### config.mk
export PLATFORM = sky130hd
export DESIGN_NAME = trivium_stream_flat
export DESIGN_NICKNAME = d
export VERILOG_FILES = /design/src/rtl/trivium_pkg.sv /design/src/rtl/trivium_stream_if.sv /design/src/rtl/trivium_round.sv /design/src/rtl/trivium_stream.sv /design/src/flat_wrapper.sv
export SDC_FILE = /design/constraint.sdc
export NUM_CORES = 1
export LEC_CHECK = 0
export CELL_PAD_IN_SITES_DETAIL_PLACEMENT = 0
export CELL_PAD_IN_SITES_GLOBAL_PLACEMENT = 1
export CORE_MARGIN = 3
export CORE_UTILIZATION = 40
export DETAILED_ROUTE_END_ITERATION = 8
export PLACE_DENSITY = 0.77
export SETUP_SLACK_MARGIN = 0.1
export SLEW_MARGIN = 15
export SYNTH_ARGS = -nofsm -noshare
export SYNTH_HDL_FRONTEND = slang
export SYNTH_SLANG_ARGS = --single-unit
### constraint.sdc
create_clock -name clk -period 3.7 [get_ports clk]
set_input_delay 0.555 -clock clk [delete_from_list [all_inputs] [get_ports clk]]
set_output_delay 0.555 -clock clk [all_outputs]
set_load 0.05 [all_outputs]
### src/rtl/trivium_pkg.sv
// trivium_pkg: shared widths, defaults, FSM states and key/IV byte placement for the Trivium keystream block
package trivium_pkg;
  localparam int STATE_W = 288;
  localparam int KEY_W = 80;
  localparam int IV_W = 80;
  localparam int CFG_BYTES = 20;
  localparam int DEF_INIT_ROUNDS = 1152;
  localparam int KEY_BYTES = KEY_W / 8;
  localparam int IV_BASE = 93;
  typedef enum logic [1:0] {IDLE, LOAD, INIT, RUN} state_e;
  // key bytes land at s1.., IV bytes at s94..; returns the 0-based LSB position of byte n
  function automatic logic [8:0] byte_base(input logic [4:0] n);
    return n < 5'(KEY_BYTES) ? 9'(n) * 9'd8 : 9'(n - 5'(KEY_BYTES)) * 9'd8 + 9'(IV_BASE);
  endfunction
endpackage

### src/rtl/trivium_stream_if.sv
// trivium_stream_if: key/IV configuration and keystream handshake bundle
interface trivium_stream_if #(parameter int W = 8);
  logic cfg_start;
  logic cfg_valid;
  logic [7:0] cfg_data;
  logic cfg_ready;
  logic ks_valid;
  logic ks_ready;
  logic [W-1:0] ks_data;
  logic busy;
  logic [31:0] ks_count;
  modport master (
    output cfg_start, cfg_valid, cfg_data, ks_ready,
    input cfg_ready, ks_valid, ks_data, busy, ks_count
  );
  modport slave (
    input cfg_start, cfg_valid, cfg_data, ks_ready,
    output cfg_ready, ks_valid, ks_data, busy, ks_count
  );
endinterface

### src/rtl/trivium_round.sv
// trivium_round: one combinational single-bit Trivium state update with its keystream bit
module trivium_round
  import trivium_pkg::*;
(
  input  logic [STATE_W-1:0] s,
  output logic [STATE_W-1:0] s_next,
  output logic               z
);
  logic t1, t2, t3;
  // bit s[j] holds Trivium s(j+1)
  always_comb begin
    t1 = s[65] ^ s[92];
    t2 = s[161] ^ s[176];
    t3 = s[242] ^ s[287];
    z = t1 ^ t2 ^ t3;
    s_next = {s[286:177], t2 ^ (s[174] & s[175]) ^ s[263],
              s[175:93],  t1 ^ (s[90] & s[91]) ^ s[170],
              s[91:0],    t3 ^ (s[285] & s[286]) ^ s[68]};
  end
endmodule

### src/rtl/trivium_stream.sv
// trivium_stream: Trivium keystream generator with byte-wise key/IV load and W-bit output words
module trivium_stream
  import trivium_pkg::*;
#(
  parameter int W = 8,
  parameter int INIT_ROUNDS = DEF_INIT_ROUNDS
) (
  input logic clk,
  input logic rst_n,
  trivium_stream_if.slave bus
);
  localparam int INIT_CYC = INIT_ROUNDS / W;
  state_e state_q, state_d;
  logic [STATE_W-1:0] st;
  logic [STATE_W-1:0] chain [W+1];
  logic [W-1:0] z;
  logic [4:0] byte_cnt;
  logic [15:0] rnd_cnt;
  logic ks_valid_q;
  logic [W-1:0] ks_data_q;
  logic [31:0] ks_count_q;
  logic last_byte, last_rnd, advance;
  assign chain[0] = st;
  for (genvar i = 0; i < W; i++) begin : g_round
    trivium_round u_round (.s(chain[i]), .s_next(chain[i+1]), .z(z[i]));
  end
  always_comb begin
    last_byte = state_q == LOAD && bus.cfg_valid && byte_cnt == 5'(CFG_BYTES - 1);
    last_rnd = state_q == INIT && rnd_cnt == 16'(INIT_CYC - 1);
    advance = state_q == RUN && (!ks_valid_q || bus.ks_ready);
    state_d = bus.cfg_start ? LOAD : last_byte ? INIT : last_rnd ? RUN : state_q;
  end
  always_ff @(posedge clk) begin
    if (!rst_n) state_q <= IDLE;
    else state_q <= state_d;
  end
  // cfg_start pre-clears the state with the constant ones so LOAD only writes key/IV bytes
  always_ff @(posedge clk) begin
    if (!rst_n) begin
      st <= '0;
      byte_cnt <= '0;
      rnd_cnt <= '0;
      ks_valid_q <= 1'b0;
      ks_data_q <= '0;
      ks_count_q <= '0;
    end else if (bus.cfg_start) begin
      st <= {3'b111, {(STATE_W - 3){1'b0}}};
      byte_cnt <= '0;
      rnd_cnt <= '0;
      ks_valid_q <= 1'b0;
      ks_count_q <= '0;
    end else begin
      if (state_q == LOAD && bus.cfg_valid) begin
        st[byte_base(byte_cnt) +: 8] <= bus.cfg_data;
        byte_cnt <= byte_cnt + 5'd1;
      end
      if (state_q == INIT) begin
        st <= chain[W];
        rnd_cnt <= last_rnd ? '0 : rnd_cnt + 16'd1;
      end
      if (advance) begin
        st <= chain[W];
        ks_data_q <= z;
        ks_valid_q <= 1'b1;
      end
      if (ks_valid_q && bus.ks_ready && ks_count_q != '1) ks_count_q <= ks_count_q + 32'd1;
    end
  end
  assign bus.cfg_ready = state_q == LOAD;
  assign bus.busy = state_q == LOAD || state_q == INIT;
  assign bus.ks_valid = ks_valid_q;
  assign bus.ks_data = ks_data_q;
  assign bus.ks_count = ks_count_q;
endmodule

### src/flat_wrapper.sv
// flat-port wrapper written by rule: the top's interface ports become plain ports
module trivium_stream_flat import trivium_pkg::*;
#(
  parameter int W = 8,
  parameter int INIT_ROUNDS = DEF_INIT_ROUNDS
)
  (clk, rst_n, bus_cfg_start, bus_cfg_valid, bus_cfg_data, bus_ks_ready, bus_cfg_ready, bus_ks_valid, bus_ks_data, bus_busy, bus_ks_count);
  trivium_stream_if #(.W(W)) bus_i ();
  input logic clk;
  input logic rst_n;
  input wire logic [$bits(bus_i.cfg_start)-1:0] bus_cfg_start;
  input wire logic [$bits(bus_i.cfg_valid)-1:0] bus_cfg_valid;
  input wire logic [$bits(bus_i.cfg_data)-1:0] bus_cfg_data;
  input wire logic [$bits(bus_i.ks_ready)-1:0] bus_ks_ready;
  output wire logic [$bits(bus_i.cfg_ready)-1:0] bus_cfg_ready;
  output wire logic [$bits(bus_i.ks_valid)-1:0] bus_ks_valid;
  output wire logic [$bits(bus_i.ks_data)-1:0] bus_ks_data;
  output wire logic [$bits(bus_i.busy)-1:0] bus_busy;
  output wire logic [$bits(bus_i.ks_count)-1:0] bus_ks_count;
  assign bus_i.cfg_start = bus_cfg_start;
  assign bus_i.cfg_valid = bus_cfg_valid;
  assign bus_i.cfg_data = bus_cfg_data;
  assign bus_i.ks_ready = bus_ks_ready;
  assign bus_cfg_ready = bus_i.cfg_ready;
  assign bus_ks_valid = bus_i.ks_valid;
  assign bus_ks_data = bus_i.ks_data;
  assign bus_busy = bus_i.busy;
  assign bus_ks_count = bus_i.ks_count;
  trivium_stream #(.W(W), .INIT_ROUNDS(INIT_ROUNDS)) u_core (.clk(clk), .rst_n(rst_n), .bus(bus_i));
endmodule
# Word-level counts from Yosys, hierarchy flattened
# Index checks and enable logic that the tools add are counted.
dict set report classes {
  addsub 6
  n_lt_le_gt_ge 1
  n_eq_ne 6
  shifts 2
  n_mux 10
  bitwise 114
  n_reduce_logical 15
}
# op n
set op_table {}
lappend op_table {{288-bit two-way mux} 4}
lappend op_table {{288-bit bitwise mux} 1}
lappend op_table {{8-bit by 11-bit variable shift with 288-bit output, first input constant} 1}
lappend op_table {{8-bit by 11-bit variable part select with 288-bit output} 1}
lappend op_table {{1-bit XOR} 88}
lappend op_table {{32-bit by 1-bit adder with 32-bit output, second input constant} 1}
lappend op_table {{32-bit != test, second input constant} 1}
lappend op_table {{1-bit AND} 24}
lappend op_table {{16-bit by 1-bit adder with 16-bit output, second input constant} 1}
lappend op_table {{16-bit by 8-bit == test with 1-bit output, second input constant} 1}
lappend op_table {{16-bit two-way mux} 1}
lappend op_table {{9-bit negation with 11-bit output} 1}
lappend op_table {{9-bit by 7-bit adder with 9-bit output, second input constant} 1}
lappend op_table {{9-bit two-way mux} 1}
lappend op_table {{1-bit logical AND} 6}
lappend op_table {{3-bit nonzero test} 2}
lappend op_table {{5-bit by 4-bit subtractor with 6-bit output, second input constant} 1}
lappend op_table {{5-bit by 1-bit adder with 5-bit output, second input constant} 1}
lappend op_table {{5-bit == test, second input constant} 1}
lappend op_table {{5-bit by 4-bit less-than comparator with 1-bit output, second input constant} 1}
lappend op_table {{2-bit == test, second input constant} 2}
lappend op_table {{2-bit two-way mux} 2}
lappend op_table {{4-bit nonzero test} 1}
lappend op_table {{2-bit by 1-bit == test with 1-bit output, second input constant} 1}
lappend op_table {{other kinds (7)} 9}
dict set report totals {
  register_bits 352
  output_inout_bits 43
  elab_cells 163
}

# Logic depth before layout (Yosys ltp)
dict set report depth {
  word_depth 10
  mapped_depth 17
  mapped_depth_nobuf 12
}

# Modules after synthesis
# From an unflattened synthesis, not the netlist that was laid out.
dict set report unflattened {
  hier_cells 4346
  hier_area_um2 34928.5
}
# module n_inst cells_per_inst area_each_um2 seq_area_each_um2
set modules_own_cells {}
lappend modules_own_cells {trivium_round 8 295 2285.9 0.0}
lappend modules_own_cells {trivium_stream 1 1986 16641.0 7046.8}

# Worst setup path before layout
# No wires, ideal clock.
dict set report synth_path {
  path_type {flip-flop to flip-flop}
  start {register u_core.byte_cnt[1]}
  end {register u_core.st[109]}
  setup_time_ns 0.123
  t_arrival_ns 3.712
  slack_ns -0.135
  path_stages_with_launch 18
  synth_period_minus_slack_ns 3.835
  cell_sequence {dfxtp_1 > buf_2 > o21a_1 > nor2_4 > inv_2 > buf_2 > ha_1 > clkbuf_1 > nor3_1 > and2_4 > nor4_1 > buf_2 > nand4_2 > a21oi_2 > buf_2 > nand3_1 > a221oi_1 > nor2_1}
}
dict set report synth_between {
  elab_chain_cells 9
  word_cells_on_any_way 11
  cone_classes {add/sub: 3; order compare: 1; shift: 2; mux: 5}
}
# element line
set synth_rtl {}
lappend synth_rtl {{start, declared} trivium_stream.sv:17} ;# logic [4:0] byte_cnt;
lappend synth_rtl {{start signal, assigned} trivium_stream.sv:55} ;# byte_cnt <= byte_cnt + 5'd1;
lappend synth_rtl {{5-bit by 4-bit subtractor with 6-bit output} trivium_pkg.sv:13} ;# return n < 5'(KEY_BYTES) ? 9'(n) * 9'd8 : 9'(n - 5'(KEY_BYTES)) * 9'd8 + 9'(IV_BASE);
lappend synth_rtl {{9-bit by 7-bit adder with 9-bit output} trivium_pkg.sv:13}
lappend synth_rtl {{9-bit two-way mux *} trivium_pkg.sv:13}
lappend synth_rtl {{9-bit negation with 11-bit output *} trivium_stream.sv:54} ;# st[byte_base(byte_cnt) +: 8] <= bus.cfg_data;
lappend synth_rtl {{8-bit by 11-bit variable part select with 288-bit output / 8-bit by 11-bit variable shift with 288-bit output (equally long branches)} trivium_stream.sv:54}
lappend synth_rtl {{288-bit bitwise mux *} trivium_stream.sv:54}
lappend synth_rtl {{288-bit two-way mux *} trivium_stream.sv:53} ;# if (state_q == LOAD && bus.cfg_valid) begin
lappend synth_rtl {{288-bit two-way mux *} trivium_stream.sv:57} ;# if (state_q == INIT) begin
lappend synth_rtl {{288-bit two-way mux *} trivium_stream.sv:61} ;# if (advance) begin
lappend synth_rtl {{end signal, assigned by index} trivium_stream.sv:54}
lappend synth_rtl {{end signal, assigned} trivium_stream.sv:58} ;# st <= chain[W];
lappend synth_rtl {{end signal, assigned} trivium_stream.sv:62} ;# st <= chain[W];
lappend synth_rtl {{end, declared} trivium_stream.sv:14} ;# logic [STATE_W-1:0] st;
# Mark *: on every way between the ends. The rest lies on a longest branch, timed or not. The select of a mux whose other input is x is not followed.
# A chain may end at the register's enable or synchronous reset.

# Worst setup path in the final report
dict set report layout_path {
  start {register u_core.byte_cnt[1]}
  end {register u_core.st[219]}
}
# Same word-level chain as after synthesis.

==> metrics.cfg <==
[status]
outcome=finished clean

[worst_hold_path]
min_from=u_core.st[135]
hold_class=reg -> reg
min_path_cells=2
min_to=u_core.st[135]

[power_and_ir_drop]
p_per_area_nw_per_um2=399.1
p_int_w=0.006309
p_sw_w=0.001970
combPwrFrac_pct=5.0
ir_drop_v=0.0003300
seq_power_share_pct=45.9
switching_share_pct=23.79
cellLeakagePower_nw=7.135
power_frac_clock_pct=49.1

[cts]
clock-sinks=352
cts_tree=built
post_cts_buffers=0
clk_pin_slew_ns=0.06
cts-buffers-inserted=40
clk_latency_ns=0.58
h-tree-depth=2
cts-root-buf=clkbuf_16
clockBufferDepth=3

[layout]
fin_util_pct=48.05
area_growth_pct=18.29
seqCellArea_um2=7047
layout-drive-gt1-share_pct=11.26
multiInputGateArea_um2=9971
fillers=4314
layout_common_cells=352 x dfxtp_1, 291 x nand2_1, 180 x nor2_1
layout.nets=2243
n_antenna_cell=0
final_common_cell=dfxtp_1

[synth]
synth_seq_area_share_pct=40.19
synth.avg_cell_area_um2=8.194
async_reset_ff_share_pct=0
synth-seq-cells=352
ys_warn_count=0
synth_area_um2=17540
ys_types=78
ys.flop_type=dfxtp_1
synthesis.nets=2166
synth_edf_count=0
synthCells=2140

[floorplanning]
die_w_um=215.4
initial_utilization_pct=40.62
io_pins=56
dieArea_um2=46390
core_um2=43170
row_count=76
fp.dieH_um=215.4

[setup_path]
crit_fanout=10
reg2reg_from=u_core.byte_cnt[1]
r2r_cells=11
critPathArrivalTime_ns=4.01
critPathCaptureType=flop
cp-start-kind=flop
rrSetupSlack_ns=0.19
critical_path_class=reg -> reg
r2r-end=u_core.st[219]
crit_required_ns=4.20

[detailed_routing]
drc=0
wl_per_cell_um=24.97
via_per_inst=6.123
dr_total_vias=17340
drt-initial-drc-count=1912
drt_first_pass_iters=9
totalWireLength_um=70700
ant_nets=0

[timing]
slew_viol_final=0
max_slew_margin_pct=18.82
skew_ns=0.02776
tightest_slew_ns=1.213
hold_viol=0
fin_tns_setup_ns=0
setup_viol=0
period_needed_ns=3.510
fmax_ghz=0.2849
grt_setup_unrepaired=yes
timing.final.crit_share_pct=94.86

[global_routing]
grt_max_degree=106
antenna_found_initial=2
grt.total_usage_pct=29.60
grt_overflow=0
first_global_vias=16600
grt_pass1_wl_um=105700

[placed_design]
routabilityCongestion=0.9789
port-buffer-count=55
place_hpwl_um=51170

[flow_run]
drv_cap=0

[synth_stat cells, drive strengths merged, types with 44 or more instances]
| master | n | area share, % |
|---|---|---|
| nand4 | 44 | 1.6 |
| a21oi | 163 | 4.7 |
| nand2 | 293 | 6.3 |
| clkbuf | 109 | 2.3 |
| nor3 | 50 | 1.7 |
| o21ai | 147 | 4.2 |
| xor2 | 57 | 2.8 |
| nand3 | 110 | 3.2 |
| mux2i | 93 | 5.3 |
| xnor2 | 81 | 4.0 |
| dfxtp | 352 | 40 |
| nor2 | 198 | 4.4 |
[kinds of logic after synthesis]
logic type | share of synthesized area (%)
simple gates | 21.88
compound gates | 20.90
flops | 40.19
buf+inv | 3.846
xor+xnor | 6.893
mux | 5.373
fa+ha+maj | 0.9276
[power groups by stage]
stage               Clock [W]  Combinational [W]  Sequential (W)
finish                0.00407           0.000413         0.00380
global route          0.00427           0.000428         0.00380
CTS                   0.00413           0.000396         0.00380
detailed placement          0           0.000395         0.00389
global placement            0           0.000394         0.00388
floorplan                   0           0.000207         0.00388
[layout make-up]
class / instances / share of cell area [%]
Clock inverter: 7 / 0.3438
Timing Repair Buffer: 180 / 7.619
Clock buffer: 64 / 6.092
Inverter: 20 / 0.3740
Sequential cell: 352 / 33.97
Multi-Input combinational cell: 1623 / 48.07
Tap cell: 585 / 3.529
[worst max-delay path, cell delays in order, from the launching register on]
cell and delay [ns]:
dfxtp_1 0.34, o21a_1 0.23, nor2_4 0.07, buf_4 0.19, ha_1 0.23, nor4b_1 0.17
nor3_2 0.39, a22oi_1 0.22, nor2_1 0.96, buf_4 0.37, mux2i_1 0.10, a21oi_1 0.17
[registers in the layout, summed over array words and instances (netlist names)]
signal,cells
u_core.bus.ks_count,32
u_core.bus.ks_valid,1
u_core.rnd_cnt,16
u_core.bus.ks_data,8
u_core.st,288
u_core.state_q,2
u_core.byte_cnt,5
[through the flow]
stage	setup slack [ns]	std cells	hold WS (ns)	area [um2]	power, W
2_1_floorplan	0.07193	2140	0.4102	17560	0.004090
6_report	0.1902	2831	0.4443	20740	0.008279
5_1_grt	0.06387	2831	0.4609	20740	0.008495
3_5_place_dp	0.01145	2760	0.4341	19320	0.004280
3_3_place_gp	0.01933	2760	0.4221	19320	0.004278
4_1_cts	0.1181	2831	0.4417	20660	0.008325
[routing by layer]
| metal | vias to the layer above | routed length (um) | GRT usage [%] |
|---|---|---|---|
| met5 | - | 11 | 0 |
| met4 | 2 | 3314 | 12.36 |
| met3 | 183 | 6824 | 7.097 |
| met2 | 929 | 30680 | 45.61 |
| met1 | 8310 | 29880 | 39.86 |
| li1 | 7911 | - | - |
[worst max-delay path by stage]
stage / from / end / slack (ns) / cells after the start
CTS: u_core.byte_cnt[1] / u_core.st[195] / 0.12 / 10
detailed placement: u_core.byte_cnt[1] / u_core.st[73] / 0.01 / 12
finish: u_core.byte_cnt[1] / u_core.st[219] / 0.19 / 11
global placement: u_core.byte_cnt[1] / u_core.st[76] / 0.02 / 12
floorplan: u_core.byte_cnt[1] / u_core.st[109] / 0.07 / 17
global route: u_core.byte_cnt[2] / u_core.st[240] / 0.06 / 12
[timing repair]
action | in CTS | in global routing
endpoints found under the setup margin | 24 | 96
pin swaps | 0 | 2
hold buffers | 0 | 0
gates cloned | 0 | 0
resized for setup | 1 | 20
Note: power is estimated with default switching activity, not from simulation.
